File: config.mk
export PLATFORM = sky130hd
export DESIGN_NAME = uart_tx_fifo
export DESIGN_NICKNAME = d
export VERILOG_FILES = /design/src/rtl/uart_tx_fifo.sv
export SDC_FILE = /design/constraint.sdc
export NUM_CORES = 1
export LEC_CHECK = 0
export ABC_AREA = 0
export ABC_CLOCK_PERIOD_IN_PS = 6500
export BUFFER_PORTS_ARGS = -buffer_cell sky130_fd_sc_hd__clkbuf_2
export CORE_MARGIN = 5
export CORE_UTILIZATION = 40
export CTS_BUF_LIST = sky130_fd_sc_hd__clkbuf_16
export DETAILED_ROUTE_END_ITERATION = 16
export PLACE_DENSITY = 0.6
export RECOVER_POWER = 100
export SYNTH_ARGS = -nofsm -noshare
export SYNTH_HDL_FRONTEND = slang
export SYNTH_SLANG_ARGS = --single-unit
File: constraint.sdc
create_clock -name clk -period 6.5 [get_ports clk]
set_input_delay 0.975 -clock clk [delete_from_list [all_inputs] [get_ports clk]]
set_output_delay 0.975 -clock clk [all_outputs]
set_load 0.05 [all_outputs]
File: src/rtl/uart_tx_fifo.sv
// uart_tx_fifo: parametrised UART transmitter behind a valid/ready FIFO.
// Optional feature macro: UART_TX_PARITY_EN (parity bit and PARITY state).
module uart_tx_fifo #(
    parameter int unsigned CLK_FREQ   = 50000000,
    parameter int unsigned BAUD_RATE  = 9600,
    parameter int unsigned DATA_BITS  = 8,
    parameter int unsigned STOP_BITS  = 1,
    parameter int unsigned FIFO_DEPTH = 4
) (
    input  logic                        clk,
    input  logic                        rst_n,
    input  logic                        tx_valid,
    input  logic [DATA_BITS-1:0]        tx_data,
    output logic                        tx_ready,
    input  logic [1:0]                  parity_mode,
    output logic                        tx,
    output logic                        tx_busy,
    output logic [$clog2(FIFO_DEPTH):0] fifo_count
);

    localparam int unsigned BAUD_DIV = CLK_FREQ / BAUD_RATE;
    localparam int unsigned CNT_W    = $clog2(BAUD_DIV);
    localparam int unsigned PTR_W    = $clog2(FIFO_DEPTH);
    localparam int unsigned COUNT_W  = PTR_W + 1;
    localparam int unsigned BIT_W    = $clog2(DATA_BITS);

`ifdef UART_TX_PARITY_EN
    typedef enum logic [2:0] {IDLE, START, DATA, PARITY, STOP} state_t;
`else
    typedef enum logic [2:0] {IDLE, START, DATA, STOP} state_t;
`endif

    state_t               state, state_nxt;
    logic [DATA_BITS-1:0] mem [FIFO_DEPTH];
    logic [PTR_W-1:0]     wr_ptr, rd_ptr;
    logic [DATA_BITS-1:0] head;
    logic [DATA_BITS-1:0] shift;
    logic [CNT_W-1:0]     baud_cnt;
    logic [BIT_W-1:0]     bit_cnt;
    logic                 push, pop, fifo_empty;
    logic                 baud_end, bit_last, stop_last;
    logic                 tx_nxt;

    // ---------------------------------------------------------------- FIFO
    assign fifo_empty = (fifo_count == '0);
    assign tx_ready   = (fifo_count != COUNT_W'(FIFO_DEPTH));
    assign push       = tx_valid && tx_ready;
    assign head       = mem[rd_ptr];

    always_ff @(posedge clk) begin
        if (push)
            mem[wr_ptr] <= tx_data;
    end

    always_ff @(posedge clk or negedge rst_n) begin
        if (!rst_n) begin
            wr_ptr     <= '0;
            rd_ptr     <= '0;
            fifo_count <= '0;
        end else begin
            if (push)
                wr_ptr <= wr_ptr + 1'b1;
            if (pop)
                rd_ptr <= rd_ptr + 1'b1;
            case ({push, pop})
                2'b10:   fifo_count <= fifo_count + 1'b1;
                2'b01:   fifo_count <= fifo_count - 1'b1;
                default: fifo_count <= fifo_count;
            endcase
        end
    end

    // ------------------------------------------------------------- parity
`ifdef UART_TX_PARITY_EN
    logic par_en, par_bit;

    always_ff @(posedge clk or negedge rst_n) begin
        if (!rst_n) begin
            par_en  <= 1'b0;
            par_bit <= 1'b0;
        end else if (pop) begin
            par_en  <= (parity_mode == 2'd1) || (parity_mode == 2'd2);
            par_bit <= (^head) ^ (parity_mode == 2'd2);
        end
    end
`else
    logic unused_parity_mode;
    assign unused_parity_mode = ^parity_mode;
`endif

    // --------------------------------------------------------- serializer
    assign baud_end  = (baud_cnt == CNT_W'(BAUD_DIV - 1));
    assign bit_last  = (bit_cnt == BIT_W'(DATA_BITS - 1));
    assign stop_last = (bit_cnt == BIT_W'(STOP_BITS - 1));

    always_ff @(posedge clk or negedge rst_n) begin
        if (!rst_n)
            state <= IDLE;
        else
            state <= state_nxt;
    end

    always_comb begin
        state_nxt = state;
        case (state)
            IDLE:  if (!fifo_empty) state_nxt = START;
            START: if (baud_end) state_nxt = DATA;
            DATA: begin
                if (baud_end && bit_last) begin
`ifdef UART_TX_PARITY_EN
                    state_nxt = par_en ? PARITY : STOP;
`else
                    state_nxt = STOP;
`endif
                end
            end
`ifdef UART_TX_PARITY_EN
            PARITY: if (baud_end) state_nxt = STOP;
`endif
            STOP:  if (baud_end && stop_last) state_nxt = fifo_empty ? IDLE : START;
            default: state_nxt = IDLE;
        endcase
    end

    always_comb begin
        pop    = 1'b0;
        tx_nxt = tx;
        case (state)
            IDLE: begin
                if (!fifo_empty) begin
                    pop    = 1'b1;
                    tx_nxt = 1'b0;
                end
            end
            START: if (baud_end) tx_nxt = shift[0];
            DATA: begin
                if (baud_end) begin
                    if (bit_last) begin
`ifdef UART_TX_PARITY_EN
                        tx_nxt = par_en ? par_bit : 1'b1;
`else
                        tx_nxt = 1'b1;
`endif
                    end else begin
                        tx_nxt = shift[1];
                    end
                end
            end
`ifdef UART_TX_PARITY_EN
            PARITY: if (baud_end) tx_nxt = 1'b1;
`endif
            STOP: begin
                if (baud_end && stop_last) begin
                    pop    = !fifo_empty;
                    tx_nxt = fifo_empty;
                end
            end
            default: tx_nxt = 1'b1;
        endcase
    end

    // bit_cnt is reused as the stop-bit counter; it clears on every state change.
    always_ff @(posedge clk or negedge rst_n) begin
        if (!rst_n) begin
            tx       <= 1'b1;
            tx_busy  <= 1'b0;
            baud_cnt <= '0;
            bit_cnt  <= '0;
            shift    <= '0;
        end else begin
            tx      <= tx_nxt;
            // Registered from next state so busy rises with the start bit, not the push.
            tx_busy <= (state_nxt != IDLE);
            if (pop || baud_end || state == IDLE)
                baud_cnt <= '0;
            else
                baud_cnt <= baud_cnt + 1'b1;
            if (state != state_nxt)
                bit_cnt <= '0;
            else if (baud_end)
                bit_cnt <= bit_cnt + 1'b1;
            if (pop)
                shift <= head;
            else if (state == DATA && baud_end)
                shift <= shift >> 1;
        end
    end

endmodule

==> impl_metrics.tcl, run 1 <==
set metrics [dict create \
    status "finished, violations left" \
    violations "capacitance limit, slew limit" \
    top_layer_used "met4" \
    start_util 0.4039 \
    setup_tns_ns 0 \
    yosysWarnings 0 \
    dr.pass1.iters 4 \
    slowest_delay_ns 0.53 \
    gr-total-overflow 0 \
    seqPwrFrac 0.432 \
    synth.distinct_cells 41 \
    drt-met1-wl_mm 2.622 \
    synth_edf_count 32 \
    synth_area_leaders "edfxtp_1 31%, dfrtp_1 29%, mux4_2 5.9%, ha_1 3.7%, nor2_1 3.1%" \
    fmax_mhz 343.0 \
    numCtsBuffers 9 \
    post-route-min-period_ns 2.916 \
    n_antenna_cell 0 \
    area_growth_pct 14.58 \
    vias 1797 \
    crit_chain "ha_1, and4bb_1, and4_1, o21ai_0, clkbuf_1, inv_1, ha_1, inv_1, fa_1, xor2_1, nor2_1, xor2_1" \
    layout_common_cells "35 x dfrtp_1, 32 x edfxtp_1, 25 x nor2_1" \
    synth_adder_area_share 0.04316 \
    wl_met2_mm 2.394 \
    cts_setup_buffers 0 \
    vdd_drop_max_v 0.0001708 \
    slew_viol_final 37 \
    fin_worst_hold_slack_ns 0.4948 \
    synth_area_leader_cell "edfxtp_1" \
    critPathRequiredTime_ns 6.71 \
    synth_cells 241 \
    grt_pass1_vias 1829 \
    cp_max_fo 15 \
    relSlewSlack -0.3138 \
    synth-simple-area-share 0.1588 \
    cts.sinks 68 \
    grt_pass1_wl_mm 8.887 \
    drt_iter0_markers 77 \
    ioPinCount 19 \
    path_clk_slew_ns 0.06 \
    syn_area_um2 3073 \
    cts_hold_buf 0 \
    syn-num-nets 264 \
    cts_root_buf "clkbuf_16" \
    io_buffers 16 \
    die_x_um 97.65 \
    synth.area.mux_share 0.06515 \
    drtAntennaViolNets 0 \
    place.gp.congestion 0.7600 \
    hpwl_mm 3.431 \
    p_per_area_nw_per_um2 420.5 \
    wl_per_cell_um 14.09 \
    clk_path_buf_depth 2 \
    synth_top_area_share 0.3127 \
    final_area_um2 3521 \
    totalPowerFinal_uw 1481 \
    insertion_delay_ns 0.32 \
    power.switching_uw 472.7 \
    grt_max_degree 37 \
    worst_pin_slew_ns 1.971 \
    placed_area_um2 3259 \
    crit_path_end_kind "flip-flop" \
    finalCritPeriodShare 0.4486 \
    wl_mm 5.201 \
    vias_per_cell 4.870 \
    synthFlopType "dfrtp_1" \
    cts_tree "built" \
    cp-start-kind "flip-flop" \
    drive_gt1_frac 0.1161 \
    synth_top_family_by_area "simple AND/OR/NAND/NOR gates" \
    async_flop_share 0.5294 \
    cpMaxStageDelayCell "clkbuf_1" \
    dieArea_um2 9536 \
    p_leak_uw 0.001388 \
    power_frac_comb 0.235 \
    skew_ns 0.008735 \
    crit_type "flip-flop to flip-flop" \
    cts_max_level 3 \
    p_int_uw 1008 \
    antenna_found_initial 0 \
    hold_class "flip-flop to flip-flop" \
    hold_viol_final 0 \
    setup_viol 0 \
    row_count 32 \
    synth-compound-area-share 0.05090 \
    grt_usage 0.1165 \
    finalNetCount 285 \
    synth_xor_area_frac 0.04560 \
    yosysSeqAreaShare 0.6063 \
    syn_area_per_cell_um2 12.75 \
    drc 0 \
    fin_util 0.4628 \
    arrival_ns 3.12 \
    drv_cap 1 \
    cts.repair.resized 0 \
    layout_commonest_cell "dfrtp_1" \
    clockPowerShare 0.333 \
    swShare 0.3192 \
    rsz0062_at_grt "false" \
    ys_seq_elements 68 \
    core_area_um2 7607 \
    die_height_um 97.65 \
    met3WireLength_um 116 \
]
-- critical path: cells and delay by family, from the launching register on --
family | cells | cell delay (ns)
flip-flops | 1 | 0.41
AND/OR/NAND/NOR | 3 | 0.56
buffers and inverters | 3 | 0.70
adder cells (fa/ha/maj) | 3 | 0.68
XOR/XNOR | 2 | 0.29
AO/OA/AOI/OAI | 1 | 0.16
-- synth_stat cells (2+ instances only) --
master and n:
mux2i_1 2, nand2b_1 2, dfrtp_1 35, o21ai_1 2, or3_1 2, and4b_1 2, inv_1 14, edfxtp_1 32
clkbuf_1 5, and3_1 5, a21oi_1 8, a31oi_1 5, xor2_1 7, xnor2_1 9, mux4_2 8, nand2_1 20
nor2_1 25, a221o_1 3, o21ai_0 4, or2_2 2, nor2b_1 3, nand4_1 3, buf_2 2, nor3_1 5
nand3_1 11, ha_1 9, and2_1 2
-- stage by stage --
stage	worst slack [ns]	std cells
after global routing	3.334	369
after global placement	3.907	353
after CTS	3.852	369
after detailed placement	3.880	353
after floorplan	3.774	241
final	3.584	369
-- routing by layer --
metal / vias up / GRT usage
met5: - / 0
met4: 0 / 0.05431
met3: 6 / 0.03087
met2: 19 / 0.1708
met1: 871 / 0.1608
li1: 901 / -
-- final cells by class --
class	instances	area, µm²
clock buffer	9	225.2
sequential	68	1863
timing repair buffer	18	68.82
multi-input combinational	151	1102
tap	102	127.6
clock inverter	7	81.33
fill	709	4086
inverter	14	52.55
-- final timing paths --
path                                      end  slack [ns]  depth (start not counted)   startpoint
worst max-delay path            fifo_count[2]        3.58                         12  baud_cnt[0]
worst min-delay path              baud_cnt[0]        0.49                          1  baud_cnt[0]
worst max register to register  fifo_count[2]        3.58                         12  baud_cnt[0]
worst min register to register    baud_cnt[0]        0.49                          1  baud_cnt[0]
max in group asynchronous            shift[6]        4.16                          1        rst_n
min in group asynchronous         baud_cnt[7]        1.21                          1        rst_n
-- power groups by stage --
stage | clock [µW] | sequential (µW) | combinational, µW
final | 493 | 640 | 348
after global routing | 525 | 656 | 386
after CTS | 506 | 643 | 363
after detailed placement | 0 | 650 | 362
after global placement | 0 | 649 | 355
after floorplan | 0 | 651 | 270
-- cell families after synthesis --
logic type      after synthesis
compound gates               25
mux                          10
xor+xnor                     16
flops                        68
fa+ha+maj                    10
other cells                   1
buf+inv                      22
simple gates                 89
-- flip-flops by register name (all words and copies together) (netlist names) --
register and flops:
mem 32, baud_cnt 13, shift 8, bit_cnt 3, fifo_count 3, state 3
rd_ptr 2, wr_ptr 2, tx 1, tx_busy 1
(Power assumes the default switching activity.)
==> run 2: changes to the inputs <==
--- a/config.mk
+++ b/config.mk
@@ -6,7 +6,7 @@
 export NUM_CORES = 1
 export LEC_CHECK = 0
 export ABC_AREA = 0
-export ABC_CLOCK_PERIOD_IN_PS = 6500
+export ABC_CLOCK_PERIOD_IN_PS = 2700
 export BUFFER_PORTS_ARGS = -buffer_cell sky130_fd_sc_hd__clkbuf_2
 export CORE_MARGIN = 5
 export CORE_UTILIZATION = 40
==> constraint.sdc (replaced) <==
create_clock -name clk -period 2.7 [get_ports clk]
set_input_delay 0.405 -clock clk [delete_from_list [all_inputs] [get_ports clk]]
set_output_delay 0.405 -clock clk [all_outputs]
set_load 0.05 [all_outputs]
==> run 2 against run 1 <==
Effect of this change: the run still ends with capacitance limit, slew limit left; core utilization rose by 0.58 points; clock-buffer cell count unchanged; critical path depth decreased by 1; clock skew down 0.0034 ns; clock power rose to 2.5 times the previous value; via count increased by 2.6%; sequential share of layout area down 0.65 points.
==> impl_metrics.tcl, run 2 (synthesis results as in run 1) <==
set metrics [dict create \
    fmax_mhz 410.0 \
    cts.sinks 68 \
    path_clk_slew_ns 0.06 \
    drt_iter0_markers 53 \
    r2r.worst_path.cells 11 \
    drc 0 \
    drv_cap 1 \
    wl_mm 5.100 \
    wl_per_cell_um 13.71 \
    grt_max_degree 37 \
    numCtsBuffers 9 \
    cts_setup_buffers 0 \
    core_area_um2 7607 \
    reg2reg_to "fifo_count[2]" \
    io_buffers 16 \
    antenna_found_initial 0 \
    crit_path_end_kind "flip-flop" \
    n_antenna_cell 0 \
    vias 1844 \
    cp_max_fo 5 \
    layout_commonest_cell "dfrtp_1" \
    top_register "mem" \
    crit_type "flip-flop to flip-flop" \
    p_per_area_nw_per_um2 1019 \
    hold-path-cell-count 1 \
    setup_viol 0 \
    cts_tree "built" \
    p_leak_uw 0.001412 \
    r2r_start "baud_cnt[0]" \
    vdd_drop_max_v 0.0004470 \
    dp.cells 356 \
    grt_pass1_wl_mm 8.997 \
    drive_gt1_frac 0.1259 \
    grt_usage 0.1191 \
    hold_viol_final 0 \
    ioPinCount 19 \
    grt_pass1_vias 1894 \
    worst_pin_slew_ns 1.908 \
    hold_class "input port to flip-flop" \
    largest_register_ffs 32 \
    dr.pass1.iters 4 \
    dieArea_um2 9536 \
    die_height_um 97.65 \
    setup_tns_ns 0 \
    status "finished, violations left" \
    gr-total-overflow 0 \
    reg_top3 "mem (32), baud_cnt (13), shift (8)" \
    die_x_um 97.65 \
    slew_viol_final 37 \
    critPathRequiredTime_ns 2.95 \
    relSlewSlack -0.2717 \
    row_count 32 \
    insertion_delay_ns 0.32 \
    r2r_slack_ns 0.26 \
    area_growth_pct 16.00 \
    cts_max_level 3 \
    cts.repair.resized 0 \
    violations "capacitance limit, slew limit" \
    cts_hold_buf 0 \
    layout_common_cells "35 x dfrtp_1, 32 x edfxtp_1, 25 x nor2_1" \
    fin_cells 372 \
    cp-start-kind "flip-flop" \
    drtAntennaViolNets 0 \
    start_util 0.4039 \
    place.gp.congestion 0.8344 \
    skew_ns 0.005303 \
    holdPathEnd "mem[0][1]" \
    post-route-min-period_ns 2.439 \
    finalCritPeriodShare 0.9034 \
    finalNetCount 288 \
    clk_path_buf_depth 2 \
    hpwl_mm 3.545 \
    arrival_ns 2.68 \
    min_from "tx_data[1]" \
    vias_per_cell 4.957 \
    rsz0062_at_grt "false" \
    cts_root_buf "clkbuf_16" \
]
## run 2: cell count changes in the layout (fill, tap and decap cells not counted), sizes merged
cell	change
bufinv	+1
clkinv	+1
buf	+3
clkinvlp	-1
inv	-1
## run 2: area by class of cell
| class | instances | area [µm²] |
|---|---|---|
| clock buffer | 9 | 225.2 |
| clock inverter | 7 | 98.84 |
| fill | 706 | 4043 |
| inverter | 14 | 52.55 |
| multi-input combinational | 151 | 1106 |
| sequential | 68 | 1863 |
| tap | 102 | 127.6 |
| timing repair buffer | 21 | 91.34 |
## run 2: power breakdown
part           leakage (µW)  total (µW)  switching [µW]  internal, µW
Sequential         0.000749        1530             186          1340
Clock              0.000158        1250             433           814
Combinational      0.000505         853             489           365
Total               0.00141        3630            1110          2520
## run 2: worst max path at each step
stage	startpoint	end	slack (ns)	cells past startpoint
after floorplan	baud_cnt[0]	fifo_count[2]	0.20	12
after global placement	baud_cnt[0]	fifo_count[2]	0.27	11
after detailed placement	baud_cnt[0]	fifo_count[2]	0.27	11
after CTS	baud_cnt[0]	fifo_count[2]	0.24	11
after global routing	baud_cnt[0]	fifo_count[2]	0.08	11
final	baud_cnt[0]	fifo_count[2]	0.26	11
## run 2: per-layer routing
metal,routed length (µm),share of wire,up-vias,track usage
met3,148,0.029,9,0.03230
li1,-,-,902,-
met5,0,0,-,0
met4,110,0.022,0,0.06390
met2,2429,0.48,23,0.1882
met1,2412,0.47,910,0.1484
## run 2: stage by stage
step	total power [µW]	setup WS, ns	utilization	hold slack, ns	instance area, µm²
2_1_floorplan	2222	0.1979	-	0.1094	3078
3_3_place_gp	2433	0.2665	0.4321	0.4729	3287
3_5_place_dp	2455	0.2737	0.4321	0.4808	3287
4_1_cts	3723	0.2445	0.4747	0.2448	3611
5_1_grt	3867	0.08403	0.4686	0.3490	3565
6_report	3631	0.2608	0.4686	0.3313	3565
## run 2: critical path: stages, from the launching register on
cell and delay, ns:
dfrtp_1 0.38, ha_1 0.26, and4bb_4 0.28, and4_1 0.25, o21ai_1 0.11, inv_1 0.08, ha_1 0.17, inv_1 0.06
fa_1 0.37, xor2_1 0.15, nor2_1 0.11, xor2_1 0.15
